**src/rtl/l1d_wbuf_pkg.sv**
```systemverilog
// Shared types and default sizes for the L1D write-back (victim) buffer.
package l1d_wbuf_pkg;

    localparam int unsigned ADDR_W   = 32;
    localparam int unsigned LINE_W   = 256;
    localparam int unsigned OFFSET_W = 5;
    localparam int unsigned TAG_W    = ADDR_W - OFFSET_W;

    typedef enum logic [1:0] {
        IDLE,
        FILL,
        DRAIN,
        RESP
    } wbuf_state_t;

endpackage

```
**src/rtl/l1d_wbuf_entry.sv**
```systemverilog
// Single victim-buffer entry: valid bit, line tag and line data, plus lookup compare.
module l1d_wbuf_entry
    import l1d_wbuf_pkg::*;
#(
    parameter int unsigned TagW  = TAG_W,
    parameter int unsigned LineW = LINE_W
) (
    input  logic             clk_i,
    input  logic             rst_ni,
    input  logic             load_i,
    input  logic             clear_i,
    input  logic [TagW-1:0]  load_tag_i,
    input  logic [LineW-1:0] load_data_i,
    input  logic [TagW-1:0]  lookup_tag_i,
    output logic             valid_o,
    output logic [TagW-1:0]  tag_o,
    output logic [LineW-1:0] data_o,
    output logic             tag_match_o
);

    logic             valid_q;
    logic [TagW-1:0]  tag_q;
    logic [LineW-1:0] data_q;

    always_ff @(posedge clk_i) begin
        if (!rst_ni) begin
            valid_q <= 1'b0;
            tag_q   <= '0;
            data_q  <= '0;
        end else if (clear_i) begin
            valid_q <= 1'b0;
        end else if (load_i) begin
            valid_q <= 1'b1;
            tag_q   <= load_tag_i;
            data_q  <= load_data_i;
        end
    end

    assign valid_o     = valid_q;
    assign tag_o       = tag_q;
    assign data_o      = data_q;
    assign tag_match_o = valid_q && (tag_q == lookup_tag_i);

endmodule

```
**src/rtl/l1d_writeback_buffer.sv**
```systemverilog
// Single-entry write-back buffer between L1D and memory: absorbs one evicted line,
// drains it when the memory port is idle and serves reads that hit it.
module l1d_writeback_buffer #(
    parameter int unsigned ADDR_W   = 32,
    parameter int unsigned LINE_W   = 256,
    parameter int unsigned OFFSET_W = 5
) (
    input  logic              clk,
    input  logic              rst_n,
    input  logic              cache_read,
    input  logic              cache_write,
    input  logic [ADDR_W-1:0] cache_address,
    input  logic [LINE_W-1:0] cache_wdata,
    output logic [LINE_W-1:0] cache_rdata,
    output logic              cache_resp,
    output logic              pmem_read,
    output logic              pmem_write,
    output logic [ADDR_W-1:0] pmem_address,
    output logic [LINE_W-1:0] pmem_wdata,
    input  logic [LINE_W-1:0] pmem_rdata,
    input  logic              pmem_resp
);

    import l1d_wbuf_pkg::*;

    localparam int unsigned TagW = ADDR_W - OFFSET_W;

    wbuf_state_t       state_q;
    logic [LINE_W-1:0] rdata_q;
    logic [TagW-1:0]   fill_tag_q;

    logic [TagW-1:0]   req_tag;
    logic              entry_valid;
    logic [TagW-1:0]   entry_tag;
    logic [LINE_W-1:0] entry_data;
    logic              entry_hit;
    logic              entry_load;
    logic              entry_clear;
    logic              unused_offset;

    assign req_tag       = cache_address[ADDR_W-1:OFFSET_W];
    assign unused_offset = ^cache_address[OFFSET_W-1:0];

    // A write only lands in the entry when no read competes and the entry is free.
    always_comb begin
        entry_load  = 1'b0;
        entry_clear = 1'b0;
        if (state_q == IDLE && !cache_read && cache_write && !entry_valid) begin
            entry_load = 1'b1;
        end
        if (state_q == DRAIN && pmem_resp) begin
            entry_clear = 1'b1;
        end
    end

    l1d_wbuf_entry #(
        .TagW  (TagW),
        .LineW (LINE_W)
    ) u_entry (
        .clk_i        (clk),
        .rst_ni       (rst_n),
        .load_i       (entry_load),
        .clear_i      (entry_clear),
        .load_tag_i   (req_tag),
        .load_data_i  (cache_wdata),
        .lookup_tag_i (req_tag),
        .valid_o      (entry_valid),
        .tag_o        (entry_tag),
        .data_o       (entry_data),
        .tag_match_o  (entry_hit)
    );

    always_ff @(posedge clk) begin
        if (!rst_n) begin
            state_q    <= IDLE;
            rdata_q    <= '0;
            fill_tag_q <= '0;
        end else begin
            unique case (state_q)
                IDLE: begin
                    if (cache_read && entry_hit) begin
                        rdata_q <= entry_data;
                        state_q <= RESP;
                    end else if (cache_read) begin
                        fill_tag_q <= req_tag;
                        state_q    <= FILL;
                    end else if (cache_write) begin
                        // A full entry drains first; the write is retried back in IDLE.
                        state_q <= entry_valid ? DRAIN : RESP;
                    end else if (entry_valid) begin
                        state_q <= DRAIN;
                    end
                end
                FILL: begin
                    if (pmem_resp) begin
                        rdata_q <= pmem_rdata;
                        state_q <= RESP;
                    end
                end
                DRAIN: begin
                    if (pmem_resp) begin
                        state_q <= IDLE;
                    end
                end
                RESP: begin
                    state_q <= IDLE;
                end
                default: begin
                    state_q <= IDLE;
                end
            endcase
        end
    end

    // Memory-side outputs decode only from registered state.
    always_comb begin
        pmem_address = '0;
        unique case (state_q)
            FILL:    pmem_address = {fill_tag_q, {OFFSET_W{1'b0}}};
            DRAIN:   pmem_address = {entry_tag, {OFFSET_W{1'b0}}};
            default: pmem_address = '0;
        endcase
    end

    assign cache_resp  = (state_q == RESP);
    assign pmem_read   = (state_q == FILL);
    assign pmem_write  = (state_q == DRAIN);
    assign pmem_wdata  = pmem_write ? entry_data : '0;
    assign cache_rdata = rdata_q;

endmodule
```
**config.mk**
```make
export PLATFORM = sky130hd
export DESIGN_NAME = l1d_writeback_buffer
export DESIGN_NICKNAME = d
export VERILOG_FILES = /design/src/rtl/l1d_wbuf_pkg.sv /design/src/rtl/l1d_wbuf_entry.sv /design/src/rtl/l1d_writeback_buffer.sv
export SDC_FILE = /design/constraint.sdc
export NUM_CORES = 1
export LEC_CHECK = 0
export BUFFER_PORTS_ARGS = -buffer_cell sky130_fd_sc_hd__buf_2
export CAP_MARGIN = 25
export CORE_AREA = 2 2 424 426
export CTS_CLUSTER_SIZE = 20
export DETAILED_ROUTE_END_ITERATION = 8
export DIE_AREA = 0 0 426 428
export PLACE_DENSITY_LB_ADDON = 0.25
export SYNTH_ARGS = -nofsm -noshare
export SYNTH_HDL_FRONTEND = slang
export SYNTH_SLANG_ARGS = --single-unit
```
**constraint.sdc**
```tcl
create_clock -name clk -period 2.7 [get_ports clk]
set_input_delay 0.405 -clock clk [delete_from_list [all_inputs] [get_ports clk]]
set_output_delay 0.405 -clock clk [all_outputs]
set_load 0.05 [all_outputs]
```
==> results of run 1 <==
worst min-delay path: stages:
cell	delay [ns]
buf_2	0.11
nand2_1	0.10
a21boi_0	0.09
cells by family (layout without fill, tap and decap cells):
family,after synthesis,count (layout),share of synthesized area (%)
other,1,21,0.0145
AND/OR/NAND/NOR,1183,1183,23.9
buffers and inverters,322,1677,4.99
XOR/XNOR,27,27,0.914
flip-flops,569,569,44.0
AO/OA/AOI/OAI,857,857,25.9
adder cells (fa/ha/maj),5,5,0.242
multiplexers,1,1,0.0387
state kept, by name, indices dropped and copies added, names as in the netlist:
| register | flops |
|---|---|
| fill_tag_q | 27 |
| u_entry.tag_o | 27 |
| state_q | 2 |
| u_entry.data_o | 256 |
| cache_rdata | 256 |
| u_entry.valid_o | 1 |
where the power goes:
| group | switching, mW | internal (mW) |
|---|---|---|
| clock network | 4.34 | 6.01 |
| logic | 15.3 | 7.20 |
| registers | 1.91 | 11.0 |
| total | 21.5 | 24.2 |
area by class of cell:
| cell class | instances | area [sq um] |
|---|---|---|
| Timing Repair Buffer | 1546 | 12400 |
| Antenna cell | 16 | 40.0 |
| Multi-Input combinational cell | 2078 | 13600 |
| Clock inverter | 25 | 320 |
| Clock buffer | 102 | 2160 |
| Inverter | 4 | 17.5 |
| Sequential cell | 569 | 11400 |
| Fill cell | 19700 | 135000 |
| Tap cell | 2355 | 2950 |
through the flow:
stage	hold WS [ns]	setup WS [ns]
finish	0.0703	0.0691
global placement	0.445	-0.101
CTS	0.00114	-0.0925
floorplan	0.436	0.0451
global route	0.0420	-0.0634
detailed placement	0.451	-0.0952
path summary, 6_finish.rpt:
check / end / slack, ns / startpoint / cells past startpoint
setup / recovery: pmem_wdata[79] / 0.07 / state_q[0] / 8
setup reg to reg: cache_rdata[214] / 0.16 / state_q[0] / 10
hold / removal: u_entry.data_o[136] / 0.07 / cache_wdata[136] / 3
hold reg to reg: fill_tag_q[26] / 0.46 / fill_tag_q[26] / 2
what timing repair did:
item                       in CTS  in global routing
setup endpoints to repair     285                314
hold buffers                  273                  0
setup buffers                  29                  3
resized for setup             431                 76
pin swaps                       6                  4
gates cloned                   15                  4
hold endpoints to repair      299                  0
cell usage after synthesis (4+ instances only):
| cell type | count |
|---|---|
| a21boi_0 | 285 |
| a22oi_1 | 27 |
| a2bb2oi_1 | 255 |
| and2_1 | 256 |
| buf_1 | 7 |
| buf_2 | 51 |
| buf_4 | 5 |
| clkbuf_1 | 255 |
| dfxtp_1 | 569 |
| ha_1 | 5 |
| inv_1 | 4 |
| nand2_1 | 599 |
| nand3_1 | 29 |
| nand3b_1 | 255 |
| nand4_1 | 7 |
| nor2b_1 | 28 |
| o211ai_1 | 255 |
| o21ai_0 | 27 |
| xnor2_1 | 27 |
per-layer routing:
| metal | wire, um | vias up |
|---|---|---|
| met2 | 76000 | 979 |
| met4 | 4980 | 4 |
| li1 | - | 13100 |
| met5 | 23 | - |
| met1 | 68000 | 13800 |
| met3 | 9540 | 219 |
==> impl_metrics.toml, run 1 <==
[yosys]
yosysTopAreaCellShare_pct = 44.0
syn_inst = 2965
syn_area_sq_um = 25900
yosys_warnings = 0
ys_ff_latch = 569
synth_ff_type = "dfxtp_1"
synth.largest_area_cell = "dfxtp_1"
avgSynthCellArea_sq_um = 8.73
synth_edf_count = 0
synthArstFlopShare_pct = 0
synth_area_leaders = "dfxtp_1 44%, nand2_1 8.7%, a2bb2oi_1 8.6%"
synth.distinct_cells = 36
ys_seq_area_share_pct = 44.0

[routing]
wirelength_um = 159000
drc = 0
ant_nets = 0
viasPerCell = 4.20
vias = 28200
drtIter0Drc = 1816
drt_pre_antenna_iters = 6
detail_route.wl_per_cell_um = 23.7

[floorplan]
num_rows = 155
fp.dieArea_sq_um = 182000
dieWidth_um = 426
die_y_um = 428
ioPinCount = 1096
core_area_sq_um = 178000
start_util_pct = 14.6

[clock_network]
clock-sinks = 569
htree_levels = 3
clockBufferDepth = 3
cts_tree = "built"
cts.clk_slew.worst_paths_ns = 0.06
cts_buffers = 76
root_buffer = "clkbuf_16"
clkLatencyLatePin_ns = 0.69

[setup_path]
slowest_stage = "dfxtp_4"
crit_path_start_kind = "flip-flop"
criticalPathCategory = "reg -> out"
crit_family = "buffers and inverters"
crit_top_cell = "buf_12"
cpPeakStageDelay_ns = 0.35
arrival_ns = 2.23
cp_data_required_time_ns = 2.30
cp_max_fo = 6
path_cells = "inv_4 > ha_4 > buf_12 > buf_16 > buf_12 > clkbuf_16 > and2_4 > buf_8"
crit_path_end_kind = "output port"
path_buf_inv = 6

[timing]
min_period_ns = 2.63
period_share_pct = 97.4
finClkSkew_ns = 0.0290
grt_setup_unrepaired = "yes"
slew_viol_final = 0
finalHoldViolations = 0
worst_slew_pin_slew_ns = 0.789
fmax_mhz = 380
setup_violations = 0
setup-tns-final_ns = 0
slew_headroom_pct = 47.4

[grt]
antenna_found_initial = 36
use_met2_pct = 27.7
grt_start_max_net_pins = 131
grt_remaining_overflow = 0
grt_pass1_vias = 28100
groute.layer.met3.usage_pct = 3.56
grtUsageTotal_pct = 16.6
grt_pass1_wl_um = 218000
use_met1_pct = 21.1
busiest_layer = "met2"

[finish]
stdcell_count = 6695
nets = 4829
area_growth_pct = 65.5
final_core_util_pct = 24.1
fin_area_sq_um = 42800
layout_common_cells = "823 x buf_2, 599 x nand2_1, 567 x dfxtp_1"
final_common_cell = "buf_2"
drive_gt1_share_pct = 34.9

[placed_design]
place_area_sq_um = 35200
gp_congestion = 0.906
dpl.hpwl_um = 116000
port-buffer-count = 1085
dp.cells = 6232

[outcome]
run_status = "finished clean"

[power_and_ir_drop]
p_total_mw = 45.8
power.density_nw_per_um2 = 1070
vdd_ir_drop_max_uv = 490
p_leak_nw = 16.8

[job]
max_cap_violations = 0

[worst_hold_path]
hold_class = "in -> reg"
(Power assumes the default switching activity.)
==> run 2, diff against run 1 <==
BUFFER_PORTS_ARGS = -buffer_cell sky130_fd_sc_hd__buf_4   (was -buffer_cell sky130_fd_sc_hd__buf_2)
==> impl_metrics.toml, run 2 (synthesis results as in run 1) <==
[finish]
drive_gt1_share_pct = 35.5
final_core_util_pct = 25.4
nets = 4828
stdcell_count = 6711
layout_common_cells = "1031 x buf_4, 599 x nand2_1, 567 x dfxtp_1"
area_growth_pct = 74.1
fin_area_sq_um = 45000
final_common_cell = "buf_4"

[placed_design]
place_area_sq_um = 37600
dp_slack_ns = -0.182
gp_congestion = 0.921
dpl.hpwl_um = 118000
port-buffer-count = 1085
dp.cells = 6234

[setup_path]
r2r_setup_slack_ns = 0.20
slowest_stage = "dfxtp_4"
crit_top_cell = "buf_12"
crit_path_end_kind = "output port"
r2r_start = "u_entry.tag_o[18]"
crit_path_start_kind = "flip-flop"
cpPeakStageDelay_ns = 0.35
criticalPathCategory = "reg -> out"
cp_max_fo = 16
cp_data_required_time_ns = 2.30
path_cells = "inv_4 > ha_4 > buf_12 > buf_12 > buf_16 > and2_2 > buf_4"
r2r-end = "cache_rdata[24]"
arrival_ns = 2.21
reg2regPathDepth = 10

[grt]
grt_start_max_net_pins = 110
grtUsageTotal_pct = 16.9
antenna_found_initial = 33
grt_pass1_vias = 28100
grt_pass1_wl_um = 221000
grt_remaining_overflow = 0

[worst_hold_path]
min_path_cells = 3
hold_class = "in -> reg"
whs_endpoint = "u_entry.data_o[81]"
min-delay-start = "cache_wdata[81]"

[power_and_ir_drop]
vdd_ir_drop_max_uv = 680
p_total_mw = 47.6
p_leak_nw = 17.5
power.density_nw_per_um2 = 1060

[timing]
worst_slew_pin_slew_ns = 0.593
setup_violations = 0
slew_viol_final = 0
period_share_pct = 96.8
finalHoldViolations = 0
fmax_mhz = 382
slew_headroom_pct = 60.3
finClkSkew_ns = 0.0183
worst_slack_ns = 0.0852
grt_setup_unrepaired = "yes"
min_period_ns = 2.61

[routing]
ant_nets = 0
viasPerCell = 4.18
detail_route.wl_per_cell_um = 24.1
drt_pre_antenna_iters = 5
drtIter0Drc = 1775
vias = 28100
wirelength_um = 161000
drc = 0

[clock_network]
clkLatencyLatePin_ns = 0.69
cts.clk_slew.worst_paths_ns = 0.05
htree_levels = 3
cts_tree = "built"
cts_buffers = 78
clock-sinks = 569
clockBufferDepth = 3
root_buffer = "clkbuf_16"

[floorplan]
ioPinCount = 1096
fp.dieArea_sq_um = 182000
start_util_pct = 14.6
core_area_sq_um = 178000
dieWidth_um = 426
die_y_um = 428
num_rows = 155

[outcome]
run_status = "finished clean"

[job]
max_cap_violations = 0
-- run 2: through the flow --
stage	hold slack [ns]	TNS, ns
CTS	0.00434	-2.76
finish	0.0684	0
global placement	0.445	-30.92
detailed placement	0.453	-27.60
global route	0.0468	-0.0665
floorplan	0.436	0
-- run 2: repair_timing --
action / in CTS / in global routing
endpoints found under the hold margin: 300 / 0
hold buffers: 273 / 0
setup buffers: 22 / 2
endpoints found under the setup margin: 322 / 344
gates resized for setup: 357 / 32
pin swaps: 11 / 4
gates cloned: 16 / 5
-- run 2: cell type report --
cell class              instances  area [sq um]
diodes                         21          52.6
clock buffers                 113          2310
clock inverters                28           303
fillers                     19400        133000
inverters                       4          17.5
multi-input cells            2078         13600
flip-flops and latches        569         11400
well taps                    2355          2950
repair buffers               1543         14400
-- run 2: metal layers --
metal	GRT usage, %	up-vias	share of wire [%]
met2	28.2	1018	48
met5	0	-	0.021
met3	3.94	217	6.6
li1	-	13100	-
met4	7.57	6	4.0
met1	20.6	13700	41
-- run 2: critical path: cells and delay by family, from the launching register on --
kind / cells / cell delay (ns)
adders and majority gates: 1 / 0.16
buffers and inverters: 5 / 0.75
DFF: 1 / 0.35
and+or+nand+nor: 1 / 0.25
-- run 2: how the worst max path moves through the flow --
stage | endpoint | cells after the start | startpoint
detailed placement | cache_rdata[235] | 10 | cache_address[24]
finish | pmem_wdata[254] | 7 | state_q[0]
global placement | cache_rdata[13] | 10 | cache_address[24]
CTS | pmem_wdata[218] | 8 | state_q[0]
floorplan | pmem_address[15] | 7 | state_q[0]
global route | pmem_wdata[12] | 8 | state_q[0]
-- run 2: where the power goes --
part           switching, mW  internal, mW
Combinational           15.3          8.54
Sequential              2.03          11.0
Clock                   4.48          6.28
Total                   21.8          25.9
==> run 3, diff against run 2 <==
CORE_AREA = 2 2 429 431   (was 2 2 424 426)
DIE_AREA = 0 0 431 433   (was 0 0 426 428)
clock period = 2.4 ns   (was 2.7 ns; I/O delays follow)
==> impl_metrics.toml, run 3 (synthesis results as in run 1) <==
[outcome]
run_status = "finished, violations left"
violations = "negative setup slack"

[power_and_ir_drop]
vdd_ir_drop_max_uv = 782
p_leak_nw = 18.1
power.density_nw_per_um2 = 1190

[setup_path]
crit_family = "buffers and inverters"
arrival_ns = 2.14
criticalPathCategory = "reg -> out"
crit_top_cell = "buf_12"
crit_path_end_kind = "output port"
path_cells = "inv_4 > ha_4 > buf_12 > buf_16 > buf_12 > a22oi_2 > nor2b_4 > buf_6"
crit_path_start_kind = "flip-flop"
cp_data_required_time_ns = 2.04
cpPeakStageDelay_ns = 0.33
r2r_start = "u_entry.tag_o[25]"
critPathLaunch = "state_q[0]"
slowest_stage = "dfxtp_2"
path_buf_inv = 5
cp_max_fo = 7

[floorplan]
start_util_pct = 14.2
dieWidth_um = 431
ioPinCount = 1096
core_area_sq_um = 182000
die_y_um = 433
fp.dieArea_sq_um = 187000
num_rows = 157

[routing]
drt_pre_antenna_iters = 5
vias = 28400
ant_nets = 0
detail_route.wl_per_cell_um = 24.3
wirelength_um = 165000
drc = 0
viasPerCell = 4.18
drtIter0Drc = 1694

[clock_network]
clkLatencyLatePin_ns = 0.70
clock-sinks = 569
root_buffer = "clkbuf_16"
clockBufferDepth = 3
htree_levels = 3
cts_buffers = 77
cts_tree = "built"
cts.clk_slew.worst_paths_ns = 0.06

[timing]
finClkSkew_ns = 0.0326
period_share_pct = 104
worst_slack_ns = -0.0995
fmax_mhz = 400
min_period_ns = 2.50
worst_slew_pin_slew_ns = 0.789
slew_headroom_pct = 47.4
setup_violations = 264
finalHoldViolations = 0
grt_setup_unrepaired = "yes"
slew_viol_final = 0
whs_ns = 0.0683

[finish]
final_core_util_pct = 25.7
final_common_cell = "buf_4"
area_growth_pct = 80.7
stdcell_count = 6794
nets = 4893
regArea_sq_um = 11400
layout_common_cells = "973 x buf_4, 599 x nand2_1, 564 x dfxtp_1"
fin_area_sq_um = 46700
multi_input_area_sq_um = 14200
fillers = 19700
drive_gt1_share_pct = 37.5

[placed_design]
dp.cells = 6275
dpl.hpwl_um = 116000
place_area_sq_um = 37700
port-buffer-count = 1085
gp_congestion = 0.875

[grt]
grt_remaining_overflow = 0
grt_pass1_vias = 28100
grtUsageTotal_pct = 16.6
antenna_found_initial = 24
grt_start_max_net_pins = 97
grt_pass1_wl_um = 222000

[worst_hold_path]
min-delay-start = "cache_wdata[35]"
hold_class = "in -> reg"

[job]
max_cap_violations = 0
## run 3: cell count changes in the layout (fill, tap and decap cells not counted), moves of 20 or more
cell,change
and2_4,-30
and2_1,+31
a22oi_1,-20
buf_6,+104
a2bb2oi_1,-60
a22oi_2,+20
a2bb2oi_2,+60
buf_4,-58
## run 3: timing repair
item,4_1_cts,5_1_grt
endpoints found under the hold margin,306,0
pin swaps,15,18
buffers inserted,41,11
hold buffers,283,0
endpoints found under the setup margin,536,540
resized for setup,382,149
gates cloned,30,12
## run 3: final cells by class
type,count,share of cell area (%)
Antenna cell,15,0.0803
Clock buffer,110,4.82
Clock inverter,24,0.565
Inverter,4,0.0375
Multi-Input combinational cell,2078,30.3
Sequential cell,569,24.4
Tap cell,2385,6.38
Timing Repair Buffer,1609,33.5
## run 3: layer usage
layer | routed length, um | part of all wire, % | GRT usage, %
met5 | 24 | 0.015 | 0
met1 | 65700 | 40 | 19.5
met3 | 9760 | 5.9 | 3.64
met2 | 82700 | 50 | 29.1
met4 | 6790 | 4.1 | 6.84
## run 3: final timing paths
kind / endpoint / slack [ns] / cells past startpoint
worst max-delay path: pmem_address[9] / -0.1 / 8
worst min-delay path: u_entry.data_o[35] / 0.07 / 3
worst max register to register: cache_rdata[202] / -0.05 / 11
worst min register to register: fill_tag_q[6] / 0.46 / 2
## run 3: worst register-to-register path, stage by stage, from the launching register on
cell	delay, ns
dfxtp_2	0.33
xnor2_2	0.19
nand4_1	0.18
nor4_2	0.41
buf_4	0.20
a21boi_4	0.07
buf_6	0.13
o21ai_4	0.17
buf_12	0.18
buf_16	0.22
clkbuf_16	0.19
a2bb2oi_1	0.06
## run 3: power breakdown
group	switching, mW	internal (mW)
clock	4.91	6.85
combinational	17.9	11.0
sequential	2.46	12.4
total	25.3	30.2
## run 3: through the flow
| step | setup TNS (ns) | total power [mW] | worst slack (ns) |
|---|---|---|---|
| finish | -8.49 | 55.6 | -0.0995 |
| floorplan | 0 | 29.6 | 0.0372 |
| CTS | -43.94 | 55.3 | -0.237 |
| global route | -44.01 | 57.7 | -0.215 |
| global placement | -99.51 | 39.9 | -0.451 |
| detailed placement | -96.92 | 39.9 | -0.470 |
